`config.mk`:
```
export PLATFORM = sky130hd
export DESIGN_NAME = rx_sequencer
export DESIGN_NICKNAME = d
export VERILOG_FILES = /design/src/rtl/rx_sequencer.sv
export SDC_FILE = /design/constraint.sdc
export NUM_CORES = 1
export LEC_CHECK = 0
export CORE_ASPECT_RATIO = 0.5
export CORE_MARGIN = 10
export CORE_UTILIZATION = 45
export DETAILED_ROUTE_END_ITERATION = 8
export PLACE_DENSITY = 0.64
export SYNTH_ARGS = -nofsm -noshare
export SYNTH_HDL_FRONTEND = slang
export SYNTH_SLANG_ARGS = --single-unit
```
`constraint.sdc`:
```
create_clock -name Clock -period 5.52 [get_ports Clock]
set_clock_uncertainty 0.2 [all_clocks]
set_input_delay 0.552 -clock Clock [delete_from_list [all_inputs] [get_ports Clock]]
set_output_delay 0.552 -clock Clock [all_outputs]
set_load 0.02 [all_outputs]
```
`src/rtl/rx_sequencer.sv`:
```
// UART 8N1 receive sequencer with byte FIFO and valid/ready output.
// Define RX_PARITY_EN for start, 8 data, even parity, stop framing.
module rx_sequencer #(
  parameter int CLKS_PER_BIT = 4800,
  parameter int FIFO_DEPTH   = 4
) (
  input  logic       Clock,
  input  logic       Reset,
  input  logic       DataIn,
  input  logic       Enable,
  output logic [7:0] DataOut,
  output logic       DataValid,
  input  logic       DataReady,
  output logic       FrameErr,
  output logic       Overrun,
`ifdef RX_PARITY_EN
  output logic       ParityErr,
`endif
  output logic       Busy
);

  localparam int CW = $clog2(CLKS_PER_BIT);
  localparam int AW = $clog2(FIFO_DEPTH);
  localparam logic [CW-1:0] HALF = CW'(CLKS_PER_BIT / 2 - 1);
  localparam logic [CW-1:0] LAST = CW'(CLKS_PER_BIT - 1);
  localparam logic [AW:0] ONE = (AW + 1)'(1);

`ifdef RX_PARITY_EN
  typedef enum logic [2:0] {
    IDLE, START, DATA, PARITY, STOP, WAIT_IDLE
  } state_t;
`else
  typedef enum logic [2:0] {
    IDLE, START, DATA, STOP, WAIT_IDLE
  } state_t;
`endif

  state_t state, state_n;
  logic meta, sync;
  logic [CW-1:0] cnt, cnt_n;
  logic [2:0] idx, idx_n;
  logic [7:0] sh, sh_n;
  logic push_pend, push_n;
  logic [7:0] push_data;
  logic ferr_n;
`ifdef RX_PARITY_EN
  logic pbad, pbad_n;
  logic perr_n;
`endif

  always_ff @(posedge Clock or negedge Reset) begin
    if (!Reset) begin
      meta <= 1'b1;
      sync <= 1'b1;
    end else begin
      meta <= DataIn;
      sync <= meta;
    end
  end

  always_comb begin
    state_n = state;
    cnt_n   = cnt + 1'b1;
    idx_n   = idx;
    sh_n    = sh;
    push_n  = 1'b0;
    ferr_n  = 1'b0;
`ifdef RX_PARITY_EN
    pbad_n  = pbad;
    perr_n  = 1'b0;
`endif
    unique case (state)
      IDLE: begin
        cnt_n = '0;
`ifdef RX_PARITY_EN
        pbad_n = 1'b0;
`endif
        if (Enable && !sync) state_n = START;
      end
      START: begin
        if (cnt == HALF) begin
          cnt_n   = '0;
          idx_n   = '0;
          state_n = sync ? IDLE : DATA;
        end
      end
      DATA: begin
        if (cnt == LAST) begin
          cnt_n = '0;
          sh_n  = {sync, sh[7:1]};
          idx_n = idx + 1'b1;
          if (idx == 3'd7) begin
`ifdef RX_PARITY_EN
            state_n = PARITY;
`else
            state_n = STOP;
`endif
          end
        end
      end
`ifdef RX_PARITY_EN
      PARITY: begin
        if (cnt == LAST) begin
          cnt_n   = '0;
          pbad_n  = (^sh) != sync;
          state_n = STOP;
        end
      end
`endif
      STOP: begin
        if (cnt == LAST) begin
          cnt_n = '0;
`ifdef RX_PARITY_EN
          perr_n = pbad;
`endif
          if (sync) begin
            state_n = IDLE;
`ifdef RX_PARITY_EN
            push_n = !pbad;
`else
            push_n = 1'b1;
`endif
          end else begin
            ferr_n  = 1'b1;
            state_n = WAIT_IDLE;
          end
        end
      end
      WAIT_IDLE: begin
        cnt_n = '0;
        if (sync) state_n = IDLE;
      end
      default: state_n = IDLE;
    endcase
    // Disable abandons the frame silently; FIFO side is untouched
    if (!Enable) begin
      state_n = IDLE;
      cnt_n   = '0;
      push_n  = 1'b0;
      ferr_n  = 1'b0;
`ifdef RX_PARITY_EN
      perr_n  = 1'b0;
`endif
    end
  end

  always_ff @(posedge Clock or negedge Reset) begin
    if (!Reset) begin
      state     <= IDLE;
      cnt       <= '0;
      idx       <= '0;
      sh        <= '0;
      push_pend <= 1'b0;
      push_data <= '0;
      FrameErr  <= 1'b0;
`ifdef RX_PARITY_EN
      pbad      <= 1'b0;
      ParityErr <= 1'b0;
`endif
    end else begin
      state     <= state_n;
      cnt       <= cnt_n;
      idx       <= idx_n;
      sh        <= sh_n;
      push_pend <= push_n;
      push_data <= sh_n;
      FrameErr  <= ferr_n;
`ifdef RX_PARITY_EN
      pbad      <= pbad_n;
      ParityErr <= perr_n;
`endif
    end
  end

  assign Busy = (state != IDLE);

  logic [7:0] mem [FIFO_DEPTH];
  logic [AW:0] wr, rd, rd_inc, used;
  logic empty, full, pop, push_ok;

  assign rd_inc  = rd + ONE;
  assign used    = wr - rd;
  assign empty   = (wr == rd);
  assign full    = (wr[AW] != rd[AW]) &&
                   (wr[AW-1:0] == rd[AW-1:0]);
  assign pop     = DataValid && DataReady;
  assign push_ok = push_pend && (!full || pop);
  assign Overrun = push_pend && full && !pop;
  assign DataValid = !empty;

  always_ff @(posedge Clock) begin
    if (push_ok) mem[wr[AW-1:0]] <= push_data;
  end

  // DataOut holds the head so it is a plain register
  always_ff @(posedge Clock or negedge Reset) begin
    if (!Reset) begin
      wr      <= '0;
      rd      <= '0;
      DataOut <= '0;
    end else begin
      if (push_ok) wr <= wr + ONE;
      if (pop) rd <= rd_inc;
      if (pop) begin
        if (used > ONE) DataOut <= mem[rd_inc[AW-1:0]];
        else if (push_ok) DataOut <= push_data;
      end else if (push_ok && empty) begin
        DataOut <= push_data;
      end
    end
  end

endmodule

```
==> results.txt, run 1 <==
Deepest clock path buffer count: 2
Crit. End Element: output pin
Post-Synthesis Cell Area: 3440 um2
Input/output buffers: 16
Syn Area/Cell: 13.6 um2
Layout cells sized above 1: 14.0%
DR iter-0 viols: 156
Slew Viols, Final: 0
Seq/Total Area, Yosys: 60.7%
DR vias/cell: 5.29
Final net count: 289
Unrepaired setup endpoints after global routing: false
Inst Count DP: 358
Maximum clock rate: 320 MHz
CTS tree: built
DP Area: 3690 um2
Final hold viol count: 0
R2R Setup Slk: 2.87 ns
Slew HR: 28.4%
Startpoint types: flop
Ys Warns: 0
Status: complete, no violations
Post-Syn Instances: 253
Die Height: 81.9 um
Vias in the first global route: 2020
Req. time, crit path: 4.77 ns
Post-route antenna net violation count: 0
Hold slack final: 0.157 ns
Sw Pwr: 428 uW
Pwr Density: 406 nW/um2
Clock power share: 37.4%
Unique masters post-synth: 45
Sequential power share: 42.6%
Final instance area: 4000 um2
PostCTS Resize Cnt: 0
Setup violators final: 0
Gp weighted congestion: 0.741
Largest area contributor in the netlist: dfrtp_1
Period minus WS final: 3.13 ns
Comb pwr share: 20.0%
Max FO, Critical Path: 11
Switching Fraction: 26.4%
Ranking of synthesized cells by area: dfrtp_1, edfxtp_1, mux4_2
Grt total ovfl: 0
Largest net degree at the start of global routing: 46
Row cnt: 22
Post-route insts no fill: 374
Post-synth EDFFs: 32
Int Pwr: 1200 uW
Synth Register Bits: 77
Overall Power: 1620 uW
Peak supply drop: 0.169 mV
Max-cap violations: 0
Post-CTS Setup Inserts: 0
Worst Hold Class: flop to flop
Drt pass-1 iters: 4
# H-tree levels: 3
Worst Setup Path Type: flop to output pin
WP data arrival: 2.38 ns
Initial core utilization: 46.7%
DIE WIDTH: 144 um
Commonest non-fill, non-tap cells in the layout: dfrtp_1, edfxtp_1, nor2_1
# IOs: 17
Initial antenna violation count: 0
Post-synth top flop: dfrtp_1
Routed WL: 5910 um
Die area: 11800 um2
Most common cell after layout, fill and taps aside: dfrtp_1
P&R area growth vs syn: 16.2%
Total track usage: 11.1%
Hpwl dp: 3920 um
Slew @ Worst Pin: 1.07 ns
Ys async rst share: 58.4%
Vias: 1978
Ant diodes: 0
First-pass GRT wire length: 9830 um
Static Leak: 0.00168 uW
Hold buffers post-CTS: 0
Root Driver: clkbuf_16
Routed WL per cell: 15.8 um
Fin crit share: 56.7%
Drt drc: 0
CTS clk-pin slew, worst paths: 0.06 ns
Synthesized Nets: 269
Worst skew pair latency: 0.33 ns
Clock sinks: 77
CTS buffer count: 9
Core ar.: 7380 um2
Post-synth top area share: 31.3%
Setup_tns: 0 ns
## worst max-delay path, stage by stage (launching register included)
cell             delay, ns
dfrtp_1               0.61
ha_1                  0.44
nand2_1               0.10
nor4b_1               0.24
clkdlybuf4s50_1       0.65
## layer usage
layer  share of wire [%]  global-route usage [%]
met4                 1.2                    4.86
met1                  43                    11.9
met2                  52                    19.4
met3                 3.6                    4.49
met5                   0                       0
## per-stage QoR
stage	setup WS [ns]	utilization, %
5_1_grt	2.17	54.2
2_1_floorplan	3.20	-
4_1_cts	2.33	54.2
6_report	2.39	54.2
3_5_place_dp	2.70	50.1
3_3_place_gp	2.76	50.1
## state kept, by name, indices dropped and copies added, names as in the netlist
register,flops
push_pend,1
push_data,8
wr,3
state,3
idx,3
DataOut,8
cnt,13
mem,32
rd,3
sync,1
meta,1
FrameErr,1
## layout make-up
type / instances / area, um2
clock buffers: 12 / 236
clock inverters: 4 / 72.6
fillers: 604 / 3380
inverters: 8 / 30.0
multi-input cells: 160 / 1290
flip-flops and latches: 77 / 2090
well taps: 96 / 120
repair buffers: 17 / 163
## synth_stat cells (2+ instances only)
| master | instances |
|---|---|
| ha_1 | 10 |
| edfxtp_1 | 32 |
| a21oi_1 | 8 |
| dfrtp_1 | 43 |
| nand2_1 | 8 |
| and2_1 | 5 |
| or4b_4 | 2 |
| mux2i_1 | 8 |
| dfstp_2 | 2 |
| xor2_1 | 7 |
| a32o_1 | 2 |
| mux2_2 | 10 |
| nand3_1 | 12 |
| nor2_1 | 30 |
| mux4_2 | 8 |
| xnor2_1 | 10 |
| clkbuf_1 | 6 |
| o21ai_1 | 2 |
| nor3_1 | 3 |
| o21ai_0 | 5 |
| nor3b_1 | 3 |
| nand4_1 | 5 |
| and3_1 | 3 |
| inv_1 | 8 |
## cells by family after synthesis
kind of cell,Yosys count,synth area share (%)
and+or+nand+nor,82,13.2
DFF,77,60.7
muxes,26,10.8
AOI/OAI and AO/OA,23,4.25
xor gates and xnor gates,18,5.01
buffers and inverters,16,1.85
adders and majority gates,11,4.22
## power groups by stage
stage	combinational [uW]	clock, uW	sequential, uW
final	324	607	692
after global routing	358	649	701
after CTS	331	621	694
after detailed placement	331	0	704
after global placement	324	0	701
after floorplan	194	0	714
## worst paths after layout
kind,from,endpoint,cells after the start
max,rd[0],Overrun,4
min,meta,sync,0
max reg2reg,rd[0],DataOut[7],5
min reg2reg,meta,sync,0
max in group asynchronous,Reset,push_data[5],1
min in group asynchronous,Reset,rd[2],1
No activity file was read; power rests on OpenSTA's default activity.
==> run 2, diff against run 1 <==
PLACE_DENSITY = 0.66   (was 0.64)
clock period = 2.73 ns   (was 5.52 ns; I/O delays follow)
==> run 2 against run 1 <==
  * Setup slack worse by 2.1 ns
  * Die area unchanged
  * First-iteration DRC count down 41%
  * Critical endpoint is now DataValid
  * Clock-buffer cell count down 1
  * Largest power group unchanged
  * Sequential share of layout area down 0.55 points
==> results.txt, run 2 (synthesis gave the netlist of run 1 again) <==
Metal3 WL: 174 um (-19%)
Max Used Layer: met4
Wl on met1: 2810 um (+10%)
Deepest clock path buffer count: 2 (unchanged)
Routed WL: 6010 um (+1.7%)
Slew Viols, Final: 0 (unchanged)
Int Pwr: 2430 uW (+100%)
Sw Pwr: 862 uW (+100%)
Worst Setup Path Type: flop to output pin
Gp weighted congestion: 0.829 (+12%)
Hold slack final: 0.154 ns (-0.00296 ns)
Commonest non-fill, non-tap cells in the layout: dfrtp_1, edfxtp_1, nor2_1
Pwr Density: 813 nW/um2 (+100%)
Unrepaired setup endpoints after global routing: false
Crit path from: wr[0]
Startpoint types: flop
Worst Hold Class: flop to flop
Period minus WS final: 2.40 ns
Setup violators final: 0 (unchanged)
Drt drc: 0 (unchanged)
CP endpoint: DataValid
Clock power share: 36.8% (-0.6 points)
R2R Path End: cnt[10]
Setup_tns: 0 ns (unchanged)
Sequential power share: 41.4% (-1.2 points)
Fin crit share: 88.1%
P&R area growth vs syn: 17.4%
DR vias/cell: 5.32 (+0.58%)
Row cnt: 22 (unchanged)
DP Area: 3720 um2 (+0.81%)
Peak supply drop: 0.314 mV (+85%)
Grt total ovfl: 0 (unchanged)
Largest net degree at the start of global routing: 24 (-48%)
Post-route antenna net violation count: 0 (unchanged)
CTS buffer count: 9 (unchanged)
Core ar.: 7380 um2 (unchanged)
Static Leak: 0.00172 uW (+2.6%)
Max FO, Critical Path: 4 (-7)
Post-CTS Setup Inserts: 0 (unchanged)
Die area: 11800 um2 (unchanged)
# IOs: 17 (unchanged)
Status: complete, no violations
Ant diodes: 0 (unchanged)
WP data arrival: 1.93 ns (-0.45 ns)
Switching Fraction: 26.2% (-0.12 points)
Maximum clock rate: 416 MHz
Layout cells sized above 1: 15.2% (+1.2 points)
Vias in the first global route: 2020 (unchanged)
Vias: 2016 (+1.9%)
Slew HR: 64.2% (+36 points)
Initial core utilization: 46.7% (unchanged)
CTS clk-pin slew, worst paths: 0.05 ns (about the same)
Overall Power: 3290 uW (+100%)
First-pass GRT wire length: 10300 um (+4.6%)
Worst skew pair latency: 0.33 ns (about the same)
R2R Setup Slk: 0.37 ns (-2.50 ns)
Final net count: 294 (+1.7%)
Slew @ Worst Pin: 0.537 ns (-0.530 ns)
R2R cell count: 6 (+1)
Req. time, crit path: 2.26 ns (-2.51 ns)
CTS tree: built
Final instance area: 4040 um2 (+1.1%)
R2R Path Start: cnt[0]
Crit. End Element: output pin
Largest register FFs: 32 (unchanged)
Max-cap violations: 0 (unchanged)
Total track usage: 11.5% (+0.38 points)
Drt pass-1 iters: 4 (unchanged)
Util after Layout: 54.8% (+0.58 points)
Die Height: 81.9 um (unchanged)
Clock sinks: 77 (unchanged)
DR iter-0 viols: 92 (-41%)
Final hold viol count: 0 (unchanged)
Most common cell after layout, fill and taps aside: dfrtp_1
Hpwl dp: 4100 um (+4.4%)
Input/output buffers: 16 (unchanged)
Comb pwr share: 21.8% (+1.8 points)
Root Driver: clkbuf_16
Initial antenna violation count: 0 (unchanged)
DIE WIDTH: 144 um (unchanged)
# H-tree levels: 3 (unchanged)
Routed WL per cell: 15.9 um (+0.38%)
Met2 routed WL: 2960 um (-3.8%)
## run 2: cell types whose count changed in the layout (fill, tap and decap cells not counted)
cell | before | now
dlygate4sd3_1 | 0 | 1
clkbuf_1 | 3 | 2
clkdlybuf4s50_1 | 15 | 14
buf_4 | 1 | 5
dlymetal6s2s_1 | 0 | 1
clkinv_1 | 0 | 1
## run 2: layout make-up
cell class              count  area, um2
clock inverters             5       76.3
repair buffers             22        205
well taps                  96        120
flip-flops and latches     77       2090
multi-input cells         160       1290
inverters                   8       30.0
clock buffers              11        233
fillers                   578       3330
## run 2: critical path: stages, from the launching register on
cell and delay, ns:
dfrtp_1 0.40, inv_1 0.16, ha_1 0.29, nand3_1 0.13
clkdlybuf4s50_1 0.62
## run 2: stage by stage
step           worst slack [ns]  std cells
3_5_place_dp              0.374        362
2_1_floorplan             0.407        253
5_1_grt                   0.159        379
6_report                  0.325        379
3_3_place_gp              0.456        362
4_1_cts                  0.0802        379
## run 2: how the worst min path moves through the flow
stage	start	end	slack, ns	depth (start not counted)
finish	meta	sync	0.15	0
floorplan	Reset	DataOut[0]	-0.22	0
global placement	Reset	idx[0]	0.08	1
CTS	DataIn	meta	0.15	1
detailed placement	Reset	state[0]	0.09	1
global route	meta	sync	0.16	0
## run 2: power by group through the flow
stage | sequential (uW) | combinational, uW | clock (uW)
finish | 1360 | 717 | 1210
global route | 1370 | 781 | 1310
CTS | 1360 | 731 | 1250
detailed placement | 1380 | 730 | 0
global placement | 1380 | 719 | 0
floorplan | 1440 | 392 | 0
## run 2: repair_timing
action / 4_1_cts / 5_1_grt
gates resized for setup: 0 / 1
hold endpoints to repair: 20 / 0
endpoints found under the setup margin: 0 / 1
hold buffers: 1 / 0
## run 2: layer usage
metal | vias up | global-route usage, %
met3 | 6 | 3.17
met5 | - | 0
met4 | 0 | 6.07
met1 | 1012 | 13.3
met2 | 23 | 19.4
li1 | 975 | -
